## src/rtl/dmem_arbiter.sv

```systemverilog
// Two-requester data-memory arbiter with burst limiting and an MMIO write guard for requester 1.
// Optional: define ARB_ROUND_ROBIN_EN for round-robin tie-break in IDLE (default: requester 0 wins).
module dmem_arbiter #(
  parameter int ALEN      = 32,
  parameter int XLEN      = 32,
  parameter int MAX_BURST = 8
) (
  input  logic            clk,
  input  logic            rst_n,
  input  logic            req0,
  input  logic            req1,
  input  logic            we0,
  input  logic            we1,
  input  logic [3:0]      be0,
  input  logic [3:0]      be1,
  input  logic [2:0]      funct3_0,
  input  logic [2:0]      funct3_1,
  input  logic [ALEN-1:0] addr0,
  input  logic [ALEN-1:0] addr1,
  input  logic [XLEN-1:0] wdata0,
  input  logic [XLEN-1:0] wdata1,
  output logic            gnt0,
  output logic            gnt1,
  output logic            rvalid0,
  output logic            rvalid1,
  output logic [XLEN-1:0] rdata0,
  output logic [XLEN-1:0] rdata1,
  output logic            mem_we,
  output logic [3:0]      mem_be,
  output logic [2:0]      mem_funct3,
  output logic [ALEN-1:0] mem_addr,
  output logic [XLEN-1:0] mem_wdata,
  input  logic [XLEN-1:0] mem_rdata,
  output logic            err1
);

  typedef enum logic [1:0] {IDLE, OWN0, OWN1} state_e;

  localparam logic [7:0] MAX_B = 8'(MAX_BURST);

  state_e     state_q, state_d;
  logic [7:0] burst_q, burst_d;
  logic       rvalid0_q, rvalid0_d;
  logic       rvalid1_q, rvalid1_d;
  logic       pick0, pick1;
  logic       tie_pick1;
  logic       mmio_block;

`ifdef ARB_ROUND_ROBIN_EN
  // rr_q names the requester that wins the next IDLE tie.
  logic rr_q, rr_d;
  assign tie_pick1 = rr_q;

  always_comb begin
    rr_d = rr_q;
    if (gnt0)      rr_d = 1'b1;
    else if (gnt1) rr_d = 1'b0;
  end

  always_ff @(posedge clk or negedge rst_n) begin
    if (!rst_n) rr_q <= 1'b0;
    else        rr_q <= rr_d;
  end
`else
  assign tie_pick1 = 1'b0;
`endif

  // NOTE: every signal written here gets a default first, otherwise a path that skips it infers a latch.
  always_comb begin
    pick0   = 1'b0;
    pick1   = 1'b0;
    state_d = state_q;
    burst_d = burst_q;
    unique case (state_q)
      IDLE: begin
        if (req0 && req1) begin
          pick1 = tie_pick1;
          pick0 = !tie_pick1;
        end else begin
          pick0 = req0;
          pick1 = req1;
        end
      end
      OWN0: begin
        if (req0 && !(burst_q >= MAX_B && req1)) pick0 = 1'b1;
        else if (req1)                           pick1 = 1'b1;
      end
      OWN1: begin
        if (req1 && !(burst_q >= MAX_B && req0)) pick1 = 1'b1;
        else if (req0)                           pick0 = 1'b1;
      end
      default: ;
    endcase

    // The counter holds grants issued to the current owner, including this cycle's.
    if (pick0) begin
      state_d = OWN0;
      burst_d = (state_q == OWN0 && burst_q < MAX_B) ? burst_q + 8'd1 : 8'd1;
    end else if (pick1) begin
      state_d = OWN1;
      burst_d = (state_q == OWN1 && burst_q < MAX_B) ? burst_q + 8'd1 : 8'd1;
    end else begin
      state_d = IDLE;
      burst_d = 8'd0;
    end
  end

  // Grants are combinational but forced low while reset is held.
  assign gnt0       = pick0 & rst_n;
  assign gnt1       = pick1 & rst_n;
  assign mmio_block = we1 & addr1[ALEN-1];
  assign err1       = gnt1 & mmio_block;

  always_comb begin
    mem_we     = 1'b0;
    mem_be     = '0;
    mem_funct3 = '0;
    mem_addr   = '0;
    mem_wdata  = '0;
    if (gnt0) begin
      mem_we     = we0;
      mem_be     = be0;
      mem_funct3 = funct3_0;
      mem_addr   = addr0;
      mem_wdata  = wdata0;
    end else if (gnt1) begin
      mem_we     = we1 & !mmio_block;
      mem_be     = be1;
      mem_funct3 = funct3_1;
      mem_addr   = addr1;
      mem_wdata  = wdata1;
    end
  end

  assign rvalid0_d = gnt0 & !we0;
  assign rvalid1_d = gnt1 & !we1;

  // NOTE: sequential state uses non-blocking assignments so all flops update from pre-edge values.
  always_ff @(posedge clk or negedge rst_n) begin
    if (!rst_n) begin
      state_q   <= IDLE;
      burst_q   <= 8'd0;
      rvalid0_q <= 1'b0;
      rvalid1_q <= 1'b0;
    end else begin
      state_q   <= state_d;
      burst_q   <= burst_d;
      rvalid0_q <= rvalid0_d;
      rvalid1_q <= rvalid1_d;
    end
  end

  assign rvalid0 = rvalid0_q;
  assign rvalid1 = rvalid1_q;
  assign rdata0  = rvalid0_q ? mem_rdata : '0;
  assign rdata1  = rvalid1_q ? mem_rdata : '0;

endmodule

```

## config.mk

```make
export PLATFORM = sky130hd
export DESIGN_NAME = dmem_arbiter
export DESIGN_NICKNAME = d
export VERILOG_FILES = /design/src/rtl/dmem_arbiter.sv
export SDC_FILE = /design/constraint.sdc
export NUM_CORES = 1
export LEC_CHECK = 0
export ABC_CLOCK_PERIOD_IN_PS = 4200
export BUFFER_PORTS_ARGS = -buffer_cell sky130_fd_sc_hd__clkbuf_2
export CAP_MARGIN = 20
export CORE_AREA = 2 2 123 125
export DETAILED_ROUTE_END_ITERATION = 12
export DIE_AREA = 0 0 125 127
export SYNTH_ARGS = -nofsm -noshare
export SYNTH_HDL_FRONTEND = slang
export SYNTH_SLANG_ARGS = --single-unit
```

## constraint.sdc

```tcl
create_clock -name clk -period 4.2 [get_ports clk]
set_clock_uncertainty 0.2 [all_clocks]
set_input_delay 0.42 -clock clk [delete_from_list [all_inputs] [get_ports clk]]
set_output_delay 0.42 -clock clk [all_outputs]
set_load 0.05 [all_outputs]
```

==> metrics.txt <==
CP top delay family=buffers and inverters; Routed Wire Length=approximately 12 mm; top cell type's share of synthesized area=36.25%; grt ovf=0; top-count cell post-synth=a22o_1; via count of the first global-routing pass=2766; DR WL/cell=17.63 um; Crit Path Class=in -> out; Final setup viols=0; Synth Cell Area=0.001715 mm2; # H-tree levels=1; GR Util All Layers=about 14%; yosys warns=0; clock power share=19.5%; Buf/Inv on CP=5; CTS tree=done; Rel. slew slack=46.64%; Vias per Instance=4.166; Layout area overhead=107.0%; sequence of cells on the critical path=dlygate4sd3_1, clkbuf_2, inv_1, nor3b_4, buf_12, a22o_1, clkbuf_2; # resized after CTS=0; Die X=125 um; combinational power share=65.1%; Die Area=0.01588 mm2; clock-pin slew on the worst setup and hold paths=around 0.040 ns; Clock Latency Late Sink=0.24 ns; data arrival time of the critical path=3.01 ns; PwrDens=242.0 mW/mm2; synth unique cells=28; DRT Pass-1 Iters=4; CP max-delay cell=nor3b_4; Fin. Hold Viols=0; Async S/R FF share, synth=100.0%; Core Area=0.01442 mm2; ranking of synthesized cells by area=a22o_1 36%, and2_1 23%, dfrtp_1 18%; fmax=275.8 MHz; area of the multi-input gates=0.001287 mm2; worst hold path class=in -> reg; crit path launch type=input port; first-pass GRT wire length=16.95 mm; top cells by count, synth=71 x a22o_1, 64 x and2_1, 12 x dfrtp_1, 8 x buf_2, 7 x clkbuf_1; min cycle time layout=3.626 ns; ys flop type=dfrtp_1; Largest stage delay, worst path=~0.6 ns; Sink Count=12; RSZ-0062 raised after global routing=false; Final period util=86.34%; count of state elements after synthesis=12; IO Pins=321; max-slew violation count=0; largest net degree at the start of global routing=between 70 and 80; Starting Density=between 10% and 20%; post-route ant nets=0; clk root buf=clkbuf_16; CP required=3.58 ns; register area=300.3 um2; outcome=complete, no violations; Die H=about 130 um; leakage=2.159 nW; Cells after Synth=around 210; Max FO, Critical Path=62; initial DRC count=76; number of fill cells in the layout=1579; Seq/Total Area, Yosys=between 10% and 20%; CTS Hold Bufs=1; DRC violations left=0; Post-layout nets=700; slew at the pin closest to its max-slew limit=0.8004 ns; layout cells sized above 1=approximately 64%; syn avg cell area=8.208 um2; setup bufs post-CTS=0; Max clock buf depth=2; PortBufs=between 300 and 400; most used cell, CP=clkbuf_2; initial antenna violation count=0; CTS Buf Count=3; part of the power in registers=between 15 and 20%; hold slack=roughly 0.18 ns; FP Rows=44; Psw=0.0004497 W; max-cap violations=0; vias post-DR=2916; Internal Power=0.0004094 W; Max VDD drop=approximately 0.00011 V; DP HPWL=10.85 mm; Net Sw Frac=52.34%; Worst setup EP type=primary output; setup tns final=0 ns; # diodes=0; Synth area leader=a22o_1; global placer's final weighted congestion=0.8108; EDFF count, synth=0
## flip-flops by register name, summed over array words and instances, names as in the netlist
| name | cells |
|---|---|
| rvalid1 | 1 |
| rvalid0 | 1 |
| burst_q | 8 |
| state_q | 2 |
## metrics by stage
step           worst slack [ns]  instance area [um2]  util (%)  power [W]  cells
2_1_floorplan             1.668                 1727         -  0.0005024    212
3_3_place_gp              1.008                 3466     24.03  0.0007005    696
3_5_place_dp              1.028                 3466     24.03  0.0006980    696
4_1_cts                  0.5434                 3551     24.62  0.0008700    700
5_1_grt                  0.3916                 3551     24.62  0.0008986    700
6_report                 0.5739                 3551     24.62  0.0008592    700
## power groups by stage
stage / logic [W] / registers (W) / clock network [W]
global placement: 0.000566 / 0.000134 / 0
global route: 0.000587 / 0.000134 / 0.000177
detailed placement: 0.000564 / 0.000134 / 0
CTS: 0.000567 / 0.000132 / 0.000171
floorplan: 0.000372 / 0.000131 / 0
finish: 0.000560 / 0.000132 / 0.000167
## worst paths after layout
kind | cells after the start | endpoint | slack, ns | from
max | 7 | mem_wdata[23] | 0.57 | rst_n
min | 2 | rvalid0 | 0.18 | we0
max reg2reg | 5 | rvalid1 | 2.02 | burst_q[4]
min reg2reg | 2 | burst_q[2] | 0.35 | burst_q[2]
max in group asynchronous | 2 | rvalid1 | 3.13 | rst_n
min in group asynchronous | 2 | state_q[0] | 0.42 | rst_n
## layout make-up
type                       count  share of cell area (%)
timing repair buffer         323                   46.16
multi-input combinational    173                   36.26
sequential                    12                   8.457
tap                          184                   6.483
clock buffer                   3                   2.114
inverter                       5                  0.5285
## worst register-to-register path, cell delays in order (launching register included)
cell	delay (ns)
dfrtp_1	0.38
nor3_2	0.31
nand3_1	0.19
a31oi_4	0.20
buf_4	0.61
nor2b_1	0.21
## per-layer routing
| layer | GRT usage (%) | share of wire, % |
|---|---|---|
| met1 | 13.88 | 32 |
| met2 | 28.39 | 55 |
| met3 | 3.643 | 9.8 |
| met4 | 5.033 | 3.3 |
| met5 | 0 | 0 |
## layout by cell type, fill, tap and decap left out
cell / netlist / layout
a32o_1: 1 / 1
clkbuf_2: 0 / 320
a31oi_4: 0 / 1
and3_1: 1 / 1
a22o_1: 71 / 71
nand3_1: 4 / 4
a21bo_2: 1 / 1
dfrtp_1: 12 / 12
nand2_1: 6 / 6
nor2b_1: 3 / 3
a41oi_1: 1 / 1
o211a_1: 1 / 1
xor2_1: 1 / 1
buf_12: 0 / 1
xnor2_1: 1 / 1
a31oi_1: 2 / 1
inv_1: 5 / 5
o311a_1: 1 / 1
o22ai_1: 1 / 1
dlygate4sd3_1: 0 / 1
conb_1: 1 / 4
and2_1: 64 / 64
o211ai_1: 1 / 1
ha_1: 2 / 2
nand4_1: 1 / 1
nor3_2: 1 / 1
nor2_1: 4 / 4
clkbuf_16: 0 / 3
nor3b_4: 0 / 1
buf_4: 1 / 1
## kinds of logic after synthesis
kind of cell / share of synthesized area (%)
adders and majority gates: 1.459
buffers and inverters: 9.337
DFF: 17.51
xor gates and xnor gates: 1.021
other: 0.2186
AOI/OAI and AO/OA: 40.63
and+or+nand+nor: 29.83
No activity file was read; power rests on OpenSTA's default activity.
